### src/rtl/stepper_pkg.sv
// Shared definitions for the step/dir interface: coil phase table, pulse filter states and
// default position width.
package stepper_pkg;

  localparam int unsigned PosWDefault = 32;

  typedef enum logic [1:0] {
    StIdle,
    StHighCnt,
    StWaitLow
  } filt_state_e;

  // Entry 0 is the rightmost nibble; odd entries are the two-coils-on phases.
  localparam logic [7:0][3:0] CoilTable = {
    4'b1001, 4'b0001, 4'b0011, 4'b0010, 4'b0110, 4'b0100, 4'b1100, 4'b1000
  };

  function automatic logic [3:0] coil_lookup(logic [2:0] idx, logic half);
    logic [2:0] sel;
    sel = half ? idx : {idx[2:1], 1'b1};
    return CoilTable[sel];
  endfunction

endpackage

### src/rtl/step_pulse_filter.sv
// Synchronizes step/dir and accepts a step only after MIN_HIGH consecutive high cycles;
// shorter highs raise a one-cycle glitch pulse.
module step_pulse_filter
  import stepper_pkg::*;
#(
  parameter int unsigned SYNC_STAGES = 2,
  parameter int unsigned MIN_HIGH    = 4
) (
  input  logic clock_in,
  input  logic reset,
  input  logic step_in,
  input  logic dir_in,
  output logic strobe,
  output logic dir_out,
  output logic glitch
);

  localparam int unsigned CntW = $clog2(MIN_HIGH + 1);

  logic [SYNC_STAGES-1:0] step_sync_q, dir_sync_q, fill_q;
  logic [CntW-1:0]        cnt_q;
  filt_state_e            state_q;
  logic                   dir_q, glitch_q;
  logic                   step_s, dir_s, filled;

  assign step_s  = step_sync_q[SYNC_STAGES-1];
  assign dir_s   = dir_sync_q[SYNC_STAGES-1];
  // Until the chain has refilled since reset, a low output says nothing about step_in.
  assign filled  = fill_q[SYNC_STAGES-1];
  assign strobe  = (state_q == StHighCnt) && (cnt_q == CntW'(MIN_HIGH));
  assign dir_out = dir_q;
  assign glitch  = glitch_q;

  always_ff @(posedge clock_in or posedge reset) begin
    if (reset) begin
      step_sync_q <= '0;
      dir_sync_q  <= '0;
      fill_q      <= '0;
      state_q     <= StWaitLow;
      cnt_q       <= '0;
      dir_q       <= 1'b0;
      glitch_q    <= 1'b0;
    end else begin
      step_sync_q <= {step_sync_q[SYNC_STAGES-2:0], step_in};
      dir_sync_q  <= {dir_sync_q[SYNC_STAGES-2:0], dir_in};
      fill_q      <= {fill_q[SYNC_STAGES-2:0], 1'b1};
      glitch_q    <= 1'b0;
      unique case (state_q)
        StIdle: begin
          if (step_s) begin
            state_q <= StHighCnt;
            cnt_q   <= CntW'(1);
            dir_q   <= dir_s;
          end
        end
        StHighCnt: begin
          if (cnt_q == CntW'(MIN_HIGH)) begin
            state_q <= StWaitLow;
          end else if (!step_s) begin
            state_q  <= StIdle;
            glitch_q <= 1'b1;
          end else begin
            cnt_q <= cnt_q + CntW'(1);
          end
        end
        StWaitLow: begin
          if (!step_s && filled) state_q <= StIdle;
        end
        default: state_q <= StWaitLow;
      endcase
    end
  end

endmodule

### src/rtl/step_phase_driver.sv
// Stepper coil driver: applies filtered steps to a half/full-step phase index and a signed
// position, and flags arrival at a host-loaded target.
module step_phase_driver
  import stepper_pkg::*;
#(
  parameter int unsigned SYNC_STAGES = 2,
  parameter int unsigned MIN_HIGH    = 4,
  parameter int unsigned POS_W       = PosWDefault
) (
  input  logic             clock_in,
  input  logic             reset,
  input  logic             step_in,
  input  logic             dir_in,
  input  logic             enable,
  input  logic             half_step,
  input  logic             target_valid,
  input  logic [POS_W-1:0] target,
  output logic             target_ready,
  output logic [3:0]       coil_out,
  output logic [POS_W-1:0] position,
  output logic             at_target,
  output logic             step_ack,
  output logic             glitch_err
);

  logic             strobe, step_dir, glitch, apply, load;
  logic [2:0]       idx_q, idx_d, idx_inc;
  logic [POS_W-1:0] pos_q, pos_d, tgt_q;
  logic [3:0]       coil_q;
  logic             ack_q, at_q, err_q, loaded_q;

  step_pulse_filter #(
    .SYNC_STAGES(SYNC_STAGES),
    .MIN_HIGH   (MIN_HIGH)
  ) u_filter (
    .clock_in(clock_in),
    .reset   (reset),
    .step_in (step_in),
    .dir_in  (dir_in),
    .strobe  (strobe),
    .dir_out (step_dir),
    .glitch  (glitch)
  );

  assign apply        = strobe & enable;
  // Loads are held off while a step lands so at_target compares against a stable position.
  assign target_ready = ~apply;
  assign load         = target_valid & target_ready;

  always_comb begin
    idx_d   = idx_q;
    pos_d   = pos_q;
    idx_inc = half_step ? 3'd1 : 3'd2;
    if (apply) begin
      idx_d = step_dir ? idx_q + idx_inc : idx_q - idx_inc;
      pos_d = step_dir ? pos_q + POS_W'(1) : pos_q - POS_W'(1);
    end
  end

  always_ff @(posedge clock_in or posedge reset) begin
    if (reset) begin
      idx_q    <= '0;
      pos_q    <= '0;
      coil_q   <= '0;
      ack_q    <= 1'b0;
      at_q     <= 1'b0;
      err_q    <= 1'b0;
      tgt_q    <= '0;
      loaded_q <= 1'b0;
    end else begin
      idx_q  <= idx_d;
      pos_q  <= pos_d;
      coil_q <= enable ? coil_lookup(idx_d, half_step) : 4'b0000;
      ack_q  <= apply;
      at_q   <= loaded_q && (pos_q == tgt_q);
      if (load) begin
        tgt_q    <= target;
        loaded_q <= 1'b1;
        err_q    <= 1'b0;
      end else if (glitch) begin
        err_q <= 1'b1;
      end
    end
  end

  assign coil_out   = coil_q;
  assign position   = pos_q;
  assign at_target  = at_q;
  assign step_ack   = ack_q;
  assign glitch_err = err_q;

endmodule
### config.mk
export PLATFORM = sky130hd
export DESIGN_NAME = step_phase_driver
export DESIGN_NICKNAME = d
export VERILOG_FILES = /design/src/rtl/stepper_pkg.sv /design/src/rtl/step_pulse_filter.sv /design/src/rtl/step_phase_driver.sv
export SDC_FILE = /design/constraint.sdc
export NUM_CORES = 1
export LEC_CHECK = 0
export ABC_AREA = 0
export ABC_CLOCK_PERIOD_IN_PS = 3700
export BUFFER_PORTS_ARGS = -buffer_cell sky130_fd_sc_hd__buf_2
export CORE_UTILIZATION = 55
export CTS_CLUSTER_SIZE = 25
export DETAILED_ROUTE_END_ITERATION = 8
export PLACE_DENSITY = 0.81
export SLEW_MARGIN = 20
export SYNTH_ARGS = -nofsm -noshare
export SYNTH_HDL_FRONTEND = slang
export SYNTH_SLANG_ARGS = --single-unit
### constraint.sdc
create_clock -name clock_in -period 3.7 [get_ports clock_in]
set_input_delay 0.74 -clock clock_in [delete_from_list [all_inputs] [get_ports clock_in]]
set_output_delay 0.74 -clock clock_in [all_outputs]
set_load 0.005 [all_outputs]
==> Flow_metrics.wiki <==
{| class="wikitable"
! Metric !! Value
|-
| Run status || completed
|-
| Design Power || 5148 uW
|-
| Post-synthesis instance area || 5086 sq um
|-
| Residual antenna-violating net count after detailed routing || 0
|-
| Main synth FF type || dfrtp_1
|-
| H-tree depth reported by CTS || 3
|-
| Max-cap viol count || 0
|-
| Most instantiated cells after synthesis || dfrtp_1 (87), nand2_1 (47), o21ai_0 (44), xnor2_1 (44), mux2_2 (34)
|-
| Number of nets at the end of the flow || 652
|-
| Number of hold buffers added after cts || 0
|-
| Required time of the critical path || 3.93 ns
|-
| Horizontal extent of the die || 98.17 microns
|-
| Fin crit share || 0.9014
|-
| Summed negative setup slack over all endpoints || 0 ns
|-
| Worst Skew || 0.01293 ns
|-
| Yosys Warn Count || 0
|-
| Final-report setup violation count || 0
|-
| Critical path class || reg2reg
|-
| Non-Filler Cell Area, Final || 5828 sq um
|-
| Flop and latch count out of synthesis || 88
|-
| Worst hold margin || 0.3377 ns
|-
| Unrepaired setup endpoints after global routing || false
|-
| Transition at the pin with the smallest max-transition slack || 0.5171 ns
|-
| Class of the most critical hold timing path || in2async
|-
| Nets in the synthesized netlist || 570
|-
| Leakage power figure || 0.002883 uW
|-
| Clk pin slew, worst setup/hold paths || 0.10 ns
|-
| Synthesized area per cell || 10.25 sq um
|-
| Filler Cell Count || 720
|-
| Area share of the largest cell type after synthesis || 0.4280
|-
| FFs w/ async S/R, synth || 1.000
|-
| Post-DP HPWL || 8776 microns
|-
| CTS sink count || 88
|-
| Synthesized-area fraction occupied by ao, oa, aoi and oai cells || 0.1523
|-
| Most instantiated library cell after synthesis || dfrtp_1
|-
| Number of remaining DRC errors || 0
|-
| # resized after CTS || 0
|-
| Count of placed standard cells including taps || 675
|-
| Critical path data arrival time || 3.56 ns
|-
| Final Hold Viols || 0
|-
| Dominant combinational cell family by area after synthesis || compound AO/OA/AOI/OAI gates
|-
| Portion of the post-synthesis area used by sequential elements || 0.4332
|-
| Delay contributed by the slowest stage of the critical path || 0.46 ns
|-
| Wire length per cell after detailed routing || 16.77 microns
|-
| RD Place Congestion || 0.9282
|-
| Area enclosed by the die boundary || 9636 sq um
|-
| Source-to-sink clock delay at the later pin of the worst-skew pair || 0.36 ns
|-
| Final routed wirelength across all metal layers || 11,590 microns
|-
| Setup fix buffers added after clock tree synthesis || 0
|-
| Initial antenna violation count || 0
|-
| Placed instance area || 5609 sq um
|-
| Number of inserted diodes || 0
|-
| Mux cell area share after synthesis || 0.07921
|-
| Highest-delay cell along the critical path || dfrtp_1
|-
| Die boundary height || 98.17 microns
|-
| Dominant cell type by area after synthesis || dfrtp_1
|-
| Final critical-path required period || 3.335 ns
|-
| Post-synthesis xor/xnor area fraction || 0.1102
|-
| Worst path cell trace || inv_1, buf_4, ha_1, a21oi_1, o21ai_0, o21ba_1, o41ai_2, a21oi_2, a31o_1, a221oi_2, mux2i_1, o311ai_1
|-
| DRT iter0 DRCs || 140
|-
| Residual overflow from global routing || 0
|-
| Fraction of final layout cells sized beyond drive strength 1 || 0.2436
|-
| DR vias || 4,037
|-
| All-Layer GR Usage || 0.2483
|-
| Standard-cell row count || 34
|-
| Setup crit end kind || flop
|-
| Arithmetic-cell share of the synthesized area counting full adders, half adders and majority gates || 0.08905
|-
| F_max || 299.8 MHz
|-
| Kind of start point of the critical path || flop
|-
| IO Count || 79
|-
| Non-filler cells in the finished layout || 691
|-
| Slew margin rel. || 0.6553
|-
| Maximum count of clock buffers along a single path || 2
|-
| Initial Util || 0.5748
|-
| Mean number of vias per cell || 5.842
|-
| Cell area power density || 883.3 nW/um^2
|-
| Netlist cell types || 50
|-
| Critical path fanouts, max || 14
|-
| Number of enable flip-flop cells after synthesis || 0
|-
| Number of buffers created by CTS || 9
|-
| Synthesis-to-finish area growth || 14.59%
|-
| Global-route wire length before repair || 18,930 microns
|-
| Largest net degree at the start of global routing || 60
|-
| Count of mapped cells out of synthesis || 496
|-
| Top cells by area in the synthesized netlist || dfrtp_1 (43%), ha_1 (8.1%), xnor2_1 (7.6%)
|-
| Clock root buffer || clkbuf_8
|-
| Total of buffers placed on input and output ports || 78
|-
| Floorplan Core Area || 8848 sq um
|-
| Clock tree from TritonCTS || built
|-
| Max VDD drop || 0.4224 mV
|-
| Vias in the first global route || 3,929
|-
| Initial DRT Pass Iterations || 6
|-
| Number of slew-limit violations in the final report || 0
|-
| Basic-gate share of the synthesized area counting and, or, nand and nor cells || 0.1095
|}
cells in the final DEF, fill, tap and decap left out, types with 3 or more instances in the layout:
master | Yosys | routed
xor2_1 | 20 | 20
o21ai_0 | 44 | 44
nor2_1 | 24 | 24
ha_1 | 33 | 33
nor4_1 | 4 | 4
nand2_1 | 47 | 47
nand2b_1 | 6 | 6
buf_4 | 0 | 7
clkbuf_8 | 0 | 9
o211ai_1 | 4 | 4
xnor2_1 | 44 | 44
a21oi_1 | 27 | 27
nand4_1 | 10 | 10
a211oi_1 | 3 | 3
and3_1 | 8 | 8
a21o_1 | 17 | 17
o21a_1 | 4 | 4
inv_1 | 20 | 19
and2_1 | 3 | 3
dfrtp_1 | 87 | 87
mux2_2 | 34 | 34
a31oi_1 | 3 | 3
nand3_1 | 4 | 4
o21bai_1 | 4 | 4
and4_1 | 3 | 3
buf_2 | 3 | 78
worst max-delay path: cells and delay by family (launching register included):
family / cells / cell delay, ns
compound gates: 8 / 1.77
flops: 1 / 0.46
buf+inv: 2 / 0.41
fa+ha+maj: 1 / 0.33
mux: 1 / 0.22
final timing paths:
check | end | slack, ns | depth (start not counted) | start
min | u_filter.cnt_q[0] | 0.34 | 2 | reset
max in group asynchronous | tgt_q[30] | 2.53 | 3 | reset
min reg2reg | u_filter.step_sync_q[1] | 0.35 | 0 | u_filter.step_sync_q[0]
min in group clock_in | u_filter.step_sync_q[1] | 0.35 | 0 | u_filter.step_sync_q[0]
max reg2reg | position[26] | 0.36 | 12 | u_filter.dir_out
max | position[26] | 0.36 | 12 | u_filter.dir_out
kinds of logic (layout without fill, tap and decap cells):
logic type      Yosys count  after routing
compound gates          122            122
simple gates            116            116
flops                    88             88
xor+xnor                 64             64
mux                      36             36
fa+ha+maj                35             35
buf+inv                  34            121
other cells               1              1
metal layers:
layer	up-vias	wire [microns]	global-route usage	share of wire
met5	-	0	0	0
met4	0	226	0.07577	0.020
met3	23	589	0.04438	0.051
met2	135	5444	0.4041	0.47
met1	1962	5327	0.3399	0.46
li1	1917	-	-	-
final cells by class:
class                           count  area, sq um  share of cell area
Inverter                           20        76.32             0.01310
Clock buffer                       10        127.6             0.02190
Tap cell                          108        135.1             0.02319
Timing Repair Buffer               85        442.9             0.07600
Clock inverter                      6        91.34             0.01567
Sequential cell                    88         2203              0.3781
Multi-Input combinational cell    374         2751              0.4721
power by group:
group	internal (uW)	leakage [uW]	switching [uW]
combinational	1320	0.00168	1630
sequential	1200	0.00109	263
clock	386	0.000111	350
total	2900	0.00288	2250
flip-flops by register name, summed over array words and instances, names as in the netlist, 2 cells and up:
register and flops:
coil_out 4, u_filter.step_sync_q 2, u_filter.state_q 2, tgt_q 32, u_filter.dir_sync_q 2, u_filter.fill_q 2
idx_q 3, position 32, u_filter.cnt_q 3
metrics by stage:
stage	util	setup WS, ns
after floorplan	-	0.3935
after global placement	0.6339	0.6043
after detailed placement	0.6339	0.4883
after CTS	0.6587	0.4291
after global routing	0.6587	0.1372
final	0.6587	0.3649
Power figures use the tool's default switching activity.
